===== config.mk =====
export PLATFORM = sky130hd
export DESIGN_NAME = code_wr_fifo_flat
export DESIGN_NICKNAME = d
export VERILOG_FILES = /design/src/rtl/nmr_bus_pkg.sv /design/src/rtl/code_wr_fifo_if.sv /design/src/rtl/code_wr_fifo_core.sv /design/src/rtl/code_wr_fifo.sv /design/src/flat_wrapper.sv
export SDC_FILE = /design/constraint.sdc
export NUM_CORES = 1
export LEC_CHECK = 0
export BUFFER_PORTS_ARGS = -buffer_cell sky130_fd_sc_hd__buf_2
export CAP_MARGIN = 10
export CORE_ASPECT_RATIO = 0.5
export CORE_MARGIN = 8
export CORE_UTILIZATION = 55
export CTS_CLUSTER_DIAMETER = 40
export DETAILED_ROUTE_END_ITERATION = 12
export MAX_ROUTING_LAYER = met4
export PLACE_DENSITY = 0.76
export SLEW_MARGIN = 40
export SYNTH_ARGS = -nofsm -noshare
export SYNTH_HDL_FRONTEND = slang
export SYNTH_SLANG_ARGS = --single-unit

===== constraint.sdc =====
create_clock -name clk_sys -period 3.6 [get_ports clk_sys]
set_input_delay 0.36 -clock clk_sys [delete_from_list [all_inputs] [get_ports clk_sys]]
set_output_delay 0.36 -clock clk_sys [all_outputs]
set_load 0.02 [all_outputs]

===== src/rtl/nmr_bus_pkg.sv =====
`default_nettype none
// ============================================================================
//  Package     : nmr_bus_pkg
//  Description : Shared widths, address map and control-bit indices for the
//                DSP code-write path into the pulse-sequence FIFO.
//  Revision    : 1.0 - initial release
// ============================================================================
package nmr_bus_pkg;

    localparam int DW         = 16;
    localparam int LOG2_DEPTH = 4;

    localparam logic [2:0] ADDR_DATA = 3'd0;
    localparam logic [2:0] ADDR_CTRL = 3'd1;

    localparam int CTRL_FIFO_CLR = 0;
    localparam int CTRL_FLAG_CLR = 1;

endpackage : nmr_bus_pkg
`default_nettype wire


===== src/rtl/code_wr_fifo_if.sv =====
`default_nettype none
// ============================================================================
//  Interface   : code_wr_fifo_if
//  Description : DSP write bus, sequencer read handshake and status flags of
//                the code-write FIFO. The master drives the strobe, bus and
//                pop request. The slave (the FIFO) returns data and status.
//  Revision    : 1.0 - initial release
// ============================================================================
interface code_wr_fifo_if;
    import nmr_bus_pkg::*;

    logic                  code_en;
    logic [2:0]            xa;
    logic [DW-1:0]         xd;
    logic                  rd_en;
    logic [DW-1:0]         rd_data;
    logic                  rd_vld;
    logic                  empty;
    logic                  full;
    logic [LOG2_DEPTH:0]   count;
    logic                  ovf;
    logic                  unf;

    modport master (
        output code_en, xa, xd, rd_en,
        input  rd_data, rd_vld, empty, full, count, ovf, unf
    );

    modport slave (
        input  code_en, xa, xd, rd_en,
        output rd_data, rd_vld, empty, full, count, ovf, unf
    );

endinterface : code_wr_fifo_if
`default_nettype wire


===== src/rtl/code_wr_fifo_core.sv =====
`default_nettype none
// ============================================================================
//  Module      : sync_fifo_core
//  Description : Single-clock FIFO. Holds the memory, the read and write
//                pointers (each with an extra wrap bit), and registered
//                count/empty/full flags. Pops are registered.
//  Revision    : 1.0 - initial release
// ============================================================================
module sync_fifo_core #(
    parameter int DATA_W = 16,
    parameter int ADDR_W = 4
) (
    input  wire logic              clk_sys,
    input  wire logic              rst_n,
    input  wire logic              i_clr,
    input  wire logic              i_push,
    input  wire logic              i_pop,
    input  wire logic [DATA_W-1:0] i_wdata,
    output logic      [DATA_W-1:0] o_rdata,
    output logic                   o_rvld,
    output logic                   o_empty,
    output logic                   o_full,
    output logic      [ADDR_W:0]   o_count
);

    localparam int C_DEPTH = 1 << ADDR_W;

    logic [DATA_W-1:0] r_mem [C_DEPTH];
    logic [ADDR_W:0]   r_wptr, r_rptr;
    logic [ADDR_W:0]   w_wptr_nxt, w_rptr_nxt;
    logic [ADDR_W:0]   r_count;
    logic [DATA_W-1:0] r_rdata;
    logic              r_rvld, r_empty, r_full;
    logic              w_push_ok, w_pop_ok;

    // A clear suppresses both push and pop. A push on full or a pop on empty is ignored.
    assign w_push_ok = i_push & ~r_full  & ~i_clr;
    assign w_pop_ok  = i_pop  & ~r_empty & ~i_clr;

    // Next pointer values. The flags are derived from these so that they
    // match the pointers after the edge.
    always_comb begin
        w_wptr_nxt = r_wptr;
        w_rptr_nxt = r_rptr;
        if (i_clr) begin
            w_wptr_nxt = '0;
            w_rptr_nxt = '0;
        end else begin
            if (w_push_ok) w_wptr_nxt = r_wptr + 1'b1;
            if (w_pop_ok)  w_rptr_nxt = r_rptr + 1'b1;
        end
    end

    // Storage array. This array is not reset.
    always_ff @(posedge clk_sys) begin
        if (w_push_ok) r_mem[r_wptr[ADDR_W-1:0]] <= i_wdata;
    end

    // Pointers, flags and the registered read port.
    always_ff @(posedge clk_sys) begin
        if (!rst_n) begin
            r_wptr  <= '0;
            r_rptr  <= '0;
            r_count <= '0;
            r_empty <= 1'b1;
            r_full  <= 1'b0;
            r_rvld  <= 1'b0;
            r_rdata <= '0;
        end else begin
            r_wptr  <= w_wptr_nxt;
            r_rptr  <= w_rptr_nxt;
            r_count <= w_wptr_nxt - w_rptr_nxt;
            r_empty <= (w_wptr_nxt == w_rptr_nxt);
            r_full  <= (w_wptr_nxt[ADDR_W] != w_rptr_nxt[ADDR_W]) &&
                       (w_wptr_nxt[ADDR_W-1:0] == w_rptr_nxt[ADDR_W-1:0]);
            r_rvld  <= w_pop_ok;
            if (w_pop_ok) r_rdata <= r_mem[r_rptr[ADDR_W-1:0]];
        end
    end

    assign o_rdata = r_rdata;
    assign o_rvld  = r_rvld;
    assign o_empty = r_empty;
    assign o_full  = r_full;
    assign o_count = r_count;

endmodule : sync_fifo_core
`default_nettype wire


===== src/rtl/code_wr_fifo.sv =====
`default_nettype none
// ============================================================================
//  Module      : code_wr_fifo
//  Description : Decodes DSP code_en writes into FIFO pushes or control
//                writes (FIFO clear, flag clear). Keeps the sticky overflow
//                and underflow flags and serves the sequencer read port.
//  Revision    : 1.0 - initial release
// ============================================================================
module code_wr_fifo
    import nmr_bus_pkg::*;
(
    input  wire logic     clk_sys,
    input  wire logic     rst_n,
    code_wr_fifo_if.slave bus
);

    logic w_push_req, w_ctrl_wr, w_fifo_clr, w_flag_clr;
    logic w_ovf_set, w_unf_set;
    logic r_ovf, r_unf;
    logic w_empty, w_full;

    // The bus is trusted to be stable while code_en is high, so it is decoded directly.
    assign w_push_req = bus.code_en && (bus.xa == ADDR_DATA);
    assign w_ctrl_wr  = bus.code_en && (bus.xa == ADDR_CTRL);
    assign w_fifo_clr = w_ctrl_wr & bus.xd[CTRL_FIFO_CLR];
    assign w_flag_clr = w_ctrl_wr & bus.xd[CTRL_FLAG_CLR];

    // A push on full overflows even if a pop happens in the same cycle.
    // A clear takes priority over a pop on empty.
    assign w_ovf_set = w_push_req & w_full;
    assign w_unf_set = bus.rd_en & w_empty & ~w_fifo_clr;

    sync_fifo_core #(
        .DATA_W (DW),
        .ADDR_W (LOG2_DEPTH)
    ) u_core (
        .clk_sys (clk_sys),
        .rst_n   (rst_n),
        .i_clr   (w_fifo_clr),
        .i_push  (w_push_req),
        .i_pop   (bus.rd_en),
        .i_wdata (bus.xd),
        .o_rdata (bus.rd_data),
        .o_rvld  (bus.rd_vld),
        .o_empty (w_empty),
        .o_full  (w_full),
        .o_count (bus.count)
    );

    // Sticky error flags. A flag clear wins over a set in the same cycle.
    always_ff @(posedge clk_sys) begin
        if (!rst_n) begin
            r_ovf <= 1'b0;
            r_unf <= 1'b0;
        end else if (w_flag_clr) begin
            r_ovf <= 1'b0;
            r_unf <= 1'b0;
        end else begin
            if (w_ovf_set) r_ovf <= 1'b1;
            if (w_unf_set) r_unf <= 1'b1;
        end
    end

    assign bus.empty = w_empty;
    assign bus.full  = w_full;
    assign bus.ovf   = r_ovf;
    assign bus.unf   = r_unf;

endmodule : code_wr_fifo
`default_nettype wire


===== src/flat_wrapper.sv =====
// flat-port wrapper written by rule: the top's interface ports become plain ports
module code_wr_fifo_flat import nmr_bus_pkg::*;
  (clk_sys, rst_n, bus_code_en, bus_xa, bus_xd, bus_rd_en, bus_rd_data, bus_rd_vld, bus_empty, bus_full, bus_count, bus_ovf, bus_unf);
  code_wr_fifo_if bus_i ();
  input  wire logic clk_sys;
  input  wire logic rst_n;
  input wire logic [$bits(bus_i.code_en)-1:0] bus_code_en;
  input wire logic [$bits(bus_i.xa)-1:0] bus_xa;
  input wire logic [$bits(bus_i.xd)-1:0] bus_xd;
  input wire logic [$bits(bus_i.rd_en)-1:0] bus_rd_en;
  output wire logic [$bits(bus_i.rd_data)-1:0] bus_rd_data;
  output wire logic [$bits(bus_i.rd_vld)-1:0] bus_rd_vld;
  output wire logic [$bits(bus_i.empty)-1:0] bus_empty;
  output wire logic [$bits(bus_i.full)-1:0] bus_full;
  output wire logic [$bits(bus_i.count)-1:0] bus_count;
  output wire logic [$bits(bus_i.ovf)-1:0] bus_ovf;
  output wire logic [$bits(bus_i.unf)-1:0] bus_unf;
  assign bus_i.code_en = bus_code_en;
  assign bus_i.xa = bus_xa;
  assign bus_i.xd = bus_xd;
  assign bus_i.rd_en = bus_rd_en;
  assign bus_rd_data = bus_i.rd_data;
  assign bus_rd_vld = bus_i.rd_vld;
  assign bus_empty = bus_i.empty;
  assign bus_full = bus_i.full;
  assign bus_count = bus_i.count;
  assign bus_ovf = bus_i.ovf;
  assign bus_unf = bus_i.unf;
  code_wr_fifo u_core (.clk_sys(clk_sys), .rst_n(rst_n), .bus(bus_i));
endmodule

==> impl_metrics.csv <==
group,metric,value,unit
layout,post_route_cells_drive_above_1_share,0.308,
floorplan,floorplan.rows,36,
timing,grt_setup_unrepaired,"no",
route,drt_pass1_iterations,4,
power_and_ir_drop,seq_power_share,0.552,
synth,synthMostInstantiatedCell,"edfxtp_1",
route,drtIter0Drc,490,
synth,syn_nets,594,
timing,finalMaxSlewViolations,0,
floorplan,ios,49,
cts,htree_levels,1,
critical_path,reg2reg_slack,1.06,ns
timing,hold_violations,0,
critical_path,worstSetupPathType,"flop to flop",
cts,clk_path_buf_depth,3,
synth,netlist-cell-type-count,42,
power_and_ir_drop,power.share.switching,0.198,
power_and_ir_drop,power.combinational.fraction,0.037,
floorplan,die_h,116,um
run,maxCapViolations,0,
synth,mappedNetlistArea,0.0111,mm^2
synth,ys_top_cells_by_area,"edfxtp_1, mux4_2, dfxtp_1",
timing,worst_clock_skew,0.0111,ns
grt,via_count_of_the_first_global_routing_pass,5844,
timing,layout_worst_path_cycle_share,0.706,
layout,antenna_cells_inserted,0,
power_and_ir_drop,p_per_area,529,mW/mm^2
route,viasPerCell,6.22,
floorplan,dieArea,0.0253,mm^2
floorplan,fp.coreArea,0.0196,mm^2
outcome,outcome,"finished, final reports clean",
grt,grt_antenna_before_repair,0,
synth,synth_flop_cell,"edfxtp_1",
timing,fmax,393,MHz
timing,final_critical_path_time_including_i_o_delays_and_setup,2.54,ns
synth,ys_seq_elements,292,
power_and_ir_drop,power.switching,1.33,mW
placement,placement_stage_cell_area,0.0118,mm^2
grt,overflow_after_grt,0,
cts,cts_tree,"done",
layout,seqCellArea,0.00841,mm^2
cts,cts_post_setup_buffers_inserted,0,
synth,synth_area_per_cell,19.8,um^2
critical_path,cp-end-kind,"flop",
layout,n_fill_cell,1327,
cts,cts_inserted_buffers,27,
grt,grt_start_max_net_pins,67,
critical_path,worst_path_largest_cell_delay,0.48,ns
worst_hold_path,hold_path.class,"input pin to flop",
route,final_antenna_net_count,0,
critical_path,crit_arrival,2.95,ns
layout,fin_area,0.0127,mm^2
power_and_ir_drop,internal-power,5.40,mW
cts,clk-insertion-delay-late,0.52,ns
synth,synth.yosys.seq_area_share,0.757,
timing,setup_viol,0,
synth,synthCells,561,
timing,worst_slew_margin_rel,0.545,
cts,clock-sinks,292,
synth,synth-warning-count,0,
route,wl,22.9,mm
layout,multi_input_area,0.00263,mm^2
cts,cts.reportedPaths.clkPinSlew,0.06,ns
synth,synth_top_cell_by_area,"edfxtp_1",
synth,synth-edff-count,256,
cts,ctsHoldBuffers,0,
critical_path,cpMostUsedCell,"nor2_1",
placement,place_congestion,0.778,
power_and_ir_drop,pwr-share-clk,0.411,
grt,first_pass_grt_wire_length,34.8,mm
layout,syn2layout_area_growth,14.5,%
route,routed-via-count,5732,
route,routed_wire_length_per_instance,24.8,um
cts,cts-root-buf,"clkbuf_16",
synth,yosys-top-cells-count,"edfxtp_1, mux4_2, dfxtp_1",
placement,hpwl_reported_at_the_end_of_detailed_placement,13.6,mm
layout,design.final.nets,669,
route,route.detailed.drc,0,
timing,worst_margin_pin_slew,0.682,ns
floorplan,die_width,217,um
floorplan,start_util,0.565,
cts,ctsResizeCount,0,
power_and_ir_drop,overall_power,6.73,mW
placement,buffer_ports.inserted,48,
power_and_ir_drop,power.leakage,4.16,nW
grt,gr-usage-all-layers,0.188,
synth,post-synth-top-area-fraction,0.692,
power_and_ir_drop,ir_drop,0.319,mV
timing,tns,0,ns
critical_path,worst_path_max_delay_cell,"nor3_2",
synth,synth_async_sr_flop_share,0,
critical_path,worst-endpoint-required,4.00,ns
critical_path,timing.critical_path.fanout_max,8,
critical_path,worst_setup_path_start_kind,"flop",
critical_path,timing.critical_path.cells,"nor3_2 -> nand2_1 -> xor2_1 -> nor2_1 -> ha_1 -> a21o_1 -> a21oi_1 -> nor2_1 -> mux2_4",
-- worst max-delay path, delay by kind of cell (launching register included) --
| family | cells | cell delay (ns) |
|---|---|---|
| adders and majority gates | 1 | 0.36 |
| and+or+nand+nor | 4 | 0.87 |
| xor gates and xnor gates | 1 | 0.25 |
| AOI/OAI and AO/OA | 2 | 0.34 |
| muxes | 1 | 0.27 |
| DFF | 1 | 0.34 |
-- final timing paths --
kind                                   end  depth (start not counted)                startpoint
setup / recovery  u_core.u_core.o_count[4]                          9      u_core.u_core.o_full
hold / removal              u_core.bus.unf                          2                 bus_xa[0]
setup reg to reg  u_core.u_core.o_count[4]                          9      u_core.u_core.o_full
hold reg to reg   u_core.u_core.o_rdata[3]                          2  u_core.u_core.o_rdata[3]
-- power by group through the flow --
stage          combinational [mW]  clock, mW  sequential (mW)
4_1_cts                     0.253       2.82             3.71
3_3_place_gp                0.246          0             3.79
5_1_grt                     0.272       2.96             3.71
3_5_place_dp                0.252          0             3.79
6_report                    0.250       2.77             3.71
2_1_floorplan               0.141          0             3.79
-- cell usage in the layout (no fill, tap or decap), drive strengths merged, types with 2 or more instances in the layout --
| master | n |
|---|---|
| nor3 | 10 |
| edfxtp | 256 |
| clkinv | 8 |
| dfxtp | 36 |
| nand2b | 2 |
| nand2 | 28 |
| and2 | 3 |
| o21ai | 16 |
| mux2i | 2 |
| or3b | 2 |
| xor2 | 2 |
| ha | 9 |
| nor2 | 28 |
| a221oi | 16 |
| mux4 | 64 |
| inv | 8 |
| buf | 73 |
| a22o | 16 |
| and4 | 3 |
| nand3 | 2 |
| a21o | 4 |
| bufinv | 2 |
| nor2b | 4 |
| clkbuf | 35 |
| a21oi | 6 |
| xnor2 | 6 |
-- kinds of logic after synthesis --
logic type	count (synthesis)	share of synthesized area
AOI/OAI and AO/OA	64	0.0420
xor gates and xnor gates	8	0.00631
buffers and inverters	32	0.0116
and+or+nand+nor	88	0.0381
adders and majority gates	10	0.0119
DFF	292	0.757
muxes	67	0.133
-- state kept, by name (all words and copies together) (netlist names) --
signal	flops
u_core.bus.ovf	1
u_core.bus.unf	1
u_core.u_core.o_count	5
u_core.u_core.o_empty	1
u_core.u_core.o_full	1
u_core.u_core.o_rdata	16
u_core.u_core.o_rvld	1
u_core.u_core.r_mem	256
u_core.u_core.r_rptr	5
u_core.u_core.r_wptr	5
-- area by class of cell --
class | instances | share of cell area
Clock buffer | 35 | 0.0579
Multi-Input combinational cell | 237 | 0.207
Clock inverter | 14 | 0.0104
Tap cell | 266 | 0.0262
Inverter | 5 | 0.00148
Sequential cell | 292 | 0.662
Timing Repair Buffer | 73 | 0.0356
-- layer usage --
layer  global-route usage  part of all wire
met5                    -                 0
met4               0.0484             0.021
met3               0.0458             0.095
met2                0.281              0.45
met1                0.261              0.44
-- per-stage QoR --
step	utilization	setup slack, ns	hold slack, ns	cells
detailed placement	0.603	0.611	0.447	873
finish	0.647	1.06	0.136	922
global placement	0.603	0.629	0.431	873
global route	0.647	0.849	0.149	922
CTS	0.647	1.06	0.107	922
floorplan	-	0.773	0.459	561
No activity file was read; power rests on OpenSTA's default activity.
